File: src/rtl/load_store_unit.sv
// Load/store unit: byte address to word index, sub-word stores as read-modify-write,
// sign/zero-extended loads, misaligned/out-of-range requests rejected before memory.
module load_store_unit #(
    parameter int MEM_WORDS = 1024
) (
    input  logic        clk,
    input  logic        rst,
    input  logic        reqValid,
    output logic        reqReady,
    input  logic        reqWrite,
    input  logic [1:0]  reqSize,
    input  logic        reqSigned,
    input  logic [31:0] reqAddr,
    input  logic [31:0] reqWData,
    output logic        respValid,
    output logic [31:0] respRData,
    output logic        respError,
    output logic [31:0] memAddress,
    output logic        memWriteEnable,
    output logic [31:0] memDataWrite,
    input  logic [31:0] memDataOutput
);

    typedef enum logic [1:0] {
        IDLE,
        ACCESS,
        MERGE,
        RESP
    } state_t;

    localparam logic [1:0]  SZ_B = 2'b00;
    localparam logic [1:0]  SZ_H = 2'b01;
    localparam logic [1:0]  SZ_W = 2'b10;
    localparam logic [31:0] MemWords = 32'(MEM_WORDS);

    state_t      state_q, state_d;
    logic        write_q, write_d;
    logic [1:0]  size_q, size_d;
    logic        signed_q, signed_d;
    logic [31:0] addr_q, addr_d;
    logic [31:0] wdata_q, wdata_d;
    logic [31:0] merge_q, merge_d;
    logic [31:0] rdata_q, rdata_d;
    logic        err_q, err_d;

    logic        req_err;
    logic [4:0]  sh;
    logic [31:0] word_sh;
    logic [31:0] byte_ext;
    logic [31:0] half_ext;
    logic [31:0] lane_mask;
    logic [31:0] lane_ins;
    logic [31:0] merged;

    assign req_err = (reqSize == 2'b11)
                   | ((reqSize == SZ_H) & reqAddr[0])
                   | ((reqSize == SZ_W) & (|reqAddr[1:0]))
                   | ({2'b00, reqAddr[31:2]} >= MemWords);

    // Lane offset in bits; halfword lanes fall out because addr[0] is 0 for them.
    assign sh       = {addr_q[1:0], 3'b000};
    assign word_sh  = memDataOutput >> sh;
    assign byte_ext = {{24{signed_q & word_sh[7]}}, word_sh[7:0]};
    assign half_ext = {{16{signed_q & word_sh[15]}}, word_sh[15:0]};

    assign lane_mask = (size_q == SZ_B) ? (32'h0000_00ff << sh)
                                        : (32'h0000_ffff << sh);
    assign lane_ins  = (size_q == SZ_B) ? ({24'b0, wdata_q[7:0]} << sh)
                                        : ({16'b0, wdata_q[15:0]} << sh);
    assign merged    = (merge_q & ~lane_mask) | lane_ins;

    always_comb begin
        state_d        = state_q;
        write_d        = write_q;
        size_d         = size_q;
        signed_d       = signed_q;
        addr_d         = addr_q;
        wdata_d        = wdata_q;
        merge_d        = merge_q;
        rdata_d        = rdata_q;
        err_d          = err_q;
        reqReady       = 1'b0;
        respValid      = 1'b0;
        memWriteEnable = 1'b0;
        memDataWrite   = 32'b0;
        unique case (state_q)
            IDLE: begin
                reqReady = 1'b1;
                if (reqValid) begin
                    write_d  = reqWrite;
                    size_d   = reqSize;
                    signed_d = reqSigned;
                    addr_d   = reqAddr;
                    wdata_d  = reqWData;
                    err_d    = req_err;
                    rdata_d  = 32'b0;
                    state_d  = req_err ? RESP : ACCESS;
                end
            end
            ACCESS: begin
                if (!write_q) begin
                    unique case (size_q)
                        SZ_B:    rdata_d = byte_ext;
                        SZ_H:    rdata_d = half_ext;
                        default: rdata_d = memDataOutput;
                    endcase
                    state_d = RESP;
                end else if (size_q == SZ_W) begin
                    memWriteEnable = 1'b1;
                    memDataWrite   = wdata_q;
                    state_d        = RESP;
                end else begin
                    merge_d = memDataOutput;
                    state_d = MERGE;
                end
            end
            MERGE: begin
                memWriteEnable = 1'b1;
                memDataWrite   = merged;
                state_d        = RESP;
            end
            RESP: begin
                respValid = 1'b1;
                state_d   = IDLE;
            end
            default: state_d = IDLE;
        endcase
    end

    assign respRData  = rdata_q;
    assign respError  = err_q;
    assign memAddress = {2'b00, addr_q[31:2]};

    always_ff @(posedge clk or negedge rst) begin
        if (!rst) begin
            state_q  <= IDLE;
            write_q  <= 1'b0;
            size_q   <= 2'b00;
            signed_q <= 1'b0;
            addr_q   <= 32'b0;
            wdata_q  <= 32'b0;
            merge_q  <= 32'b0;
            rdata_q  <= 32'b0;
            err_q    <= 1'b0;
        end else begin
            state_q  <= state_d;
            write_q  <= write_d;
            size_q   <= size_d;
            signed_q <= signed_d;
            addr_q   <= addr_d;
            wdata_q  <= wdata_d;
            merge_q  <= merge_d;
            rdata_q  <= rdata_d;
            err_q    <= err_d;
        end
    end

endmodule
File: config.mk
export PLATFORM = sky130hd
export DESIGN_NAME = load_store_unit
export DESIGN_NICKNAME = d
export VERILOG_FILES = /design/src/rtl/load_store_unit.sv
export SDC_FILE = /design/constraint.sdc
export NUM_CORES = 1
export LEC_CHECK = 0
export CORE_MARGIN = 2
export CORE_UTILIZATION = 30
export CTS_BUF_LIST = sky130_fd_sc_hd__clkbuf_8
export DETAILED_ROUTE_END_ITERATION = 12
export PLACE_DENSITY = 0.68
export SLEW_MARGIN = 10
export SYNTH_ARGS = -nofsm -noshare
export SYNTH_HDL_FRONTEND = slang
export SYNTH_SLANG_ARGS = --single-unit
File: constraint.sdc
create_clock -name clk -period 2.07 [get_ports clk]
set_input_delay 0.5175 -clock clk [delete_from_list [all_inputs] [get_ports clk]]
set_output_delay 0.5175 -clock clk [all_outputs]
set_load 0.1 [all_outputs]
==> metrics.md, run 1 <==
| Metric | Value |
|---|---|
| P&R area growth vs syn | 64.1% |
| Synthesized instance count | about 610 |
| Initial core utilization | 0.305 |
| Final min period | ~2.6 ns |
| Chip width | about 160 um |
| Nets | 944 |
| Period utilisation layout | 1.27 |
| Initial DRC Count | between 400 and 500 |
| Yosys warning count | 0 |
| Violated checks | negative setup slack |
| Final Hold Fails | 0 |
| Status | finished with violations |
| Max Freq | roughly 0.38 GHz |
| DR pass1 iterations | 5 |
| Worst setup SP type | flop |
| # H-tree levels | 4 |
| Register area share after synthesis | 0.490 |
| # DRC | 0 |
| # setup viols final | 33 |
| FFs w/ async S/R, synth | 1.00 |
| Critical path class | reg -> out |
| Drt wl/cell | a little over 20 um |
| Global route overflow | 0 |
| Fraction of layout cells with a size suffix above 1 | 0.478 |
| Fin cells | around 1100 |
| Core Area | approximately 23000 sq um |
| Commonest non-fill, non-tap cell in the layout | dfrtp_1 |
| Vias per inst | a little over 5 |
| Rows | 55 |
| Tot GR Track Use | 0.189 |
| Met1 WL | between 10 and 15 mm |
| Crit Path Max Fanout | 10 |
| Syn Std Cell Area | 6890 sq um |
| Primary FF master, synth | dfrtp_1 |
| WL final | about 23 mm |
| Initial antenna violation count | 0 |
| IO buf count | 200 |
| Most frequent cells in the layout | dfrtp_1 (132), mux2_2 (102), clkdlybuf4s50_1 (101) |
| Maxcap violations | 0 |
| Worst hold path type | reg -> reg |
| Count of different cell masters after synthesis | 44 |
| Pin count of the biggest net entering global routing | 43 |
| Wire length on met3 | 1.14 mm |
| DIE AREA | roughly 24000 sq um |
| Worst slack, placed | -0.366 ns |
| Vias in the first global route | between 5000 and 6000 |
| Clk buf depth | 2 |
| CP Data Arrival Time | 2.12 ns |
| Skew-Pair Late Insertion Delay | ~0.45 ns |
| Slew Viols, Final | 0 |
| Met2 wire length | about 11 mm |
| Final GP Congestion | 0.877 |
| Post-DRT Antenna Nets | 0 |
| Placed wire-length estimate | approximately 17 mm |
| Critical Path Sink Type | primary output |
| Setup TNS | -16.39 ns |
| DR vias | just under 6000 |
| Total CTS buffers | 17 |
| Final setup margin | -0.569 ns |
| Clk sinks | 135 |
| Placed insts | 1090 |
| CTS tree | built |
| Syn Area/Cell | about 11 sq um |
| First-pass GRT wire length | between 30 and 40 mm |
| RSZ-0062 raised after global routing | yes |
| Number of synthesized flops with an enable pin | 0 |
| Fin Clk Skew | 0.0122 ns |
| CTS root buf | clkbuf_8 |
| Layout fillers | slightly below 2000 |
| Clock transition at path regs | around 0.080 ns |
| Antenna fix cells | 0 |
| Uppermost routed layer | met4 |
| Required @ worst endpoint | 1.55 ns |
| Chip height | ~160 um |
| #FFs+latches synth | around 140 |
| Io pins | 203 |
-- state kept, by name, indices dropped and copies added, names as in the netlist, 2 cells and up --
register,count
respRData,32
merge_q,32
size_q,2
wdata_q,32
addr_q,32
state_q,2
-- cells by family (layout without fill, tap and decap cells) --
family,after synthesis,count (layout),synth area share
AOI/OAI and AO/OA,134,134,0.140
buffers and inverters,84,322,0.0697
other,1,2,0.000544
muxes,129,129,0.208
DFF,135,135,0.490
adders and majority gates,4,4,0.00726
and+or+nand+nor,124,124,0.0846
-- synth_stat cells (all sizes together) (2+ instances only) --
cell type  number  area, sq um
o2111ai         7         61.3
nand2b          8         50.1
clkbuf         18         67.6
ha              4         50.1
nand3          11         55.1
nor2           32          120
a2bb2oi         7         61.3
o211ai          2         15.0
inv             6         22.5
nor2b           8         50.1
nor4            7         43.8
a221o          16          160
and2            6         37.5
buf            59          387
a21oi          16         83.8
o31ai           7         52.6
a22oi           9         67.6
nor3            5         30.0
a32o            8         80.1
o221ai          8         70.1
o21ai          41          205
dfrtp         135         3380
a221oi          2         17.5
mux2i          26          260
a21o            3         22.5
a22o            7         61.3
nand2          42          158
mux2          102         1150
-- layout make-up --
| cell class | count | area, sq um | share of cell area |
|---|---|---|---|
| clock buffer | 19 | 262 | 0.0231 |
| sequential | 135 | 3380 | 0.299 |
| timing repair buffer | 283 | 3460 | 0.306 |
| multi-input combinational | 393 | 3620 | 0.320 |
| clock inverter | 13 | 201 | 0.0178 |
| tap | 285 | 357 | 0.0315 |
| inverter | 7 | 27.5 | 0.00243 |
-- per-stage QoR --
step / utilization / area [sq um] / hold WS, ns
floorplan: - / 7420 / 0.222
global placement: 0.467 / 10500 / 0.466
detailed placement: 0.467 / 10500 / 0.472
CTS: 0.495 / 11200 / 0.497
global route: 0.501 / 11300 / 0.520
finish: 0.501 / 11300 / 0.492
-- routing by layer --
metal,up-vias,GRT usage
met1,2969,0.258
met5,-,0
met3,22,0.0425
met2,177,0.303
met4,0,0.0559
li1,2660,-
-- what timing repair did --
item / 4_1_cts / 5_1_grt
hold buffers: 1 / 0
resized for setup: 29 / 16
endpoints found under the setup margin: 57 / 51
pin swaps: 5 / 4
setup buffers: 4 / 6
endpoints found under the hold margin: 37 / 0
gates cloned: 1 / 1
-- path summary, 6_finish.rpt --
kind                                 from                to  slack, ns  cells past startpoint
worst max register to register  addr_q[0]     respRData[25]       0.05                      6
worst min-delay path            respError         respError       0.49                      2
worst max-delay path            addr_q[0]  memDataWrite[28]      -0.57                      6
worst min register to register  respError         respError       0.49                      2
min in group asynchronous             rst        addr_q[19]       0.55                      2
max in group asynchronous             rst       wdata_q[13]       0.87                      3
-- critical path, stage by stage (launching register included) --
cell     delay [ns]
dfrtp_2        0.45
buf_4          0.24
mux2i_1        0.36
nor2_1         0.08
a21oi_1        0.27
o21ai_4        0.10
buf_12         0.17
Power of run 1 is left out: the tool's default activity adds up to more than one toggle a clock period on the data nets, which glitch-free logic cannot reach.
==> run 2: changes to the inputs <==
--- a/config.mk
+++ b/config.mk
@@ -8,6 +8,7 @@
 export CORE_MARGIN = 2
 export CORE_UTILIZATION = 30
 export CTS_BUF_LIST = sky130_fd_sc_hd__clkbuf_8
+export CTS_CLUSTER_DIAMETER = 120
 export DETAILED_ROUTE_END_ITERATION = 12
 export PLACE_DENSITY = 0.68
 export SLEW_MARGIN = 10
==> results of run 2 <==
The final DEF is identical to that of run 1; final timing and power are the same.
Power of run 2 is left out for the same reason.
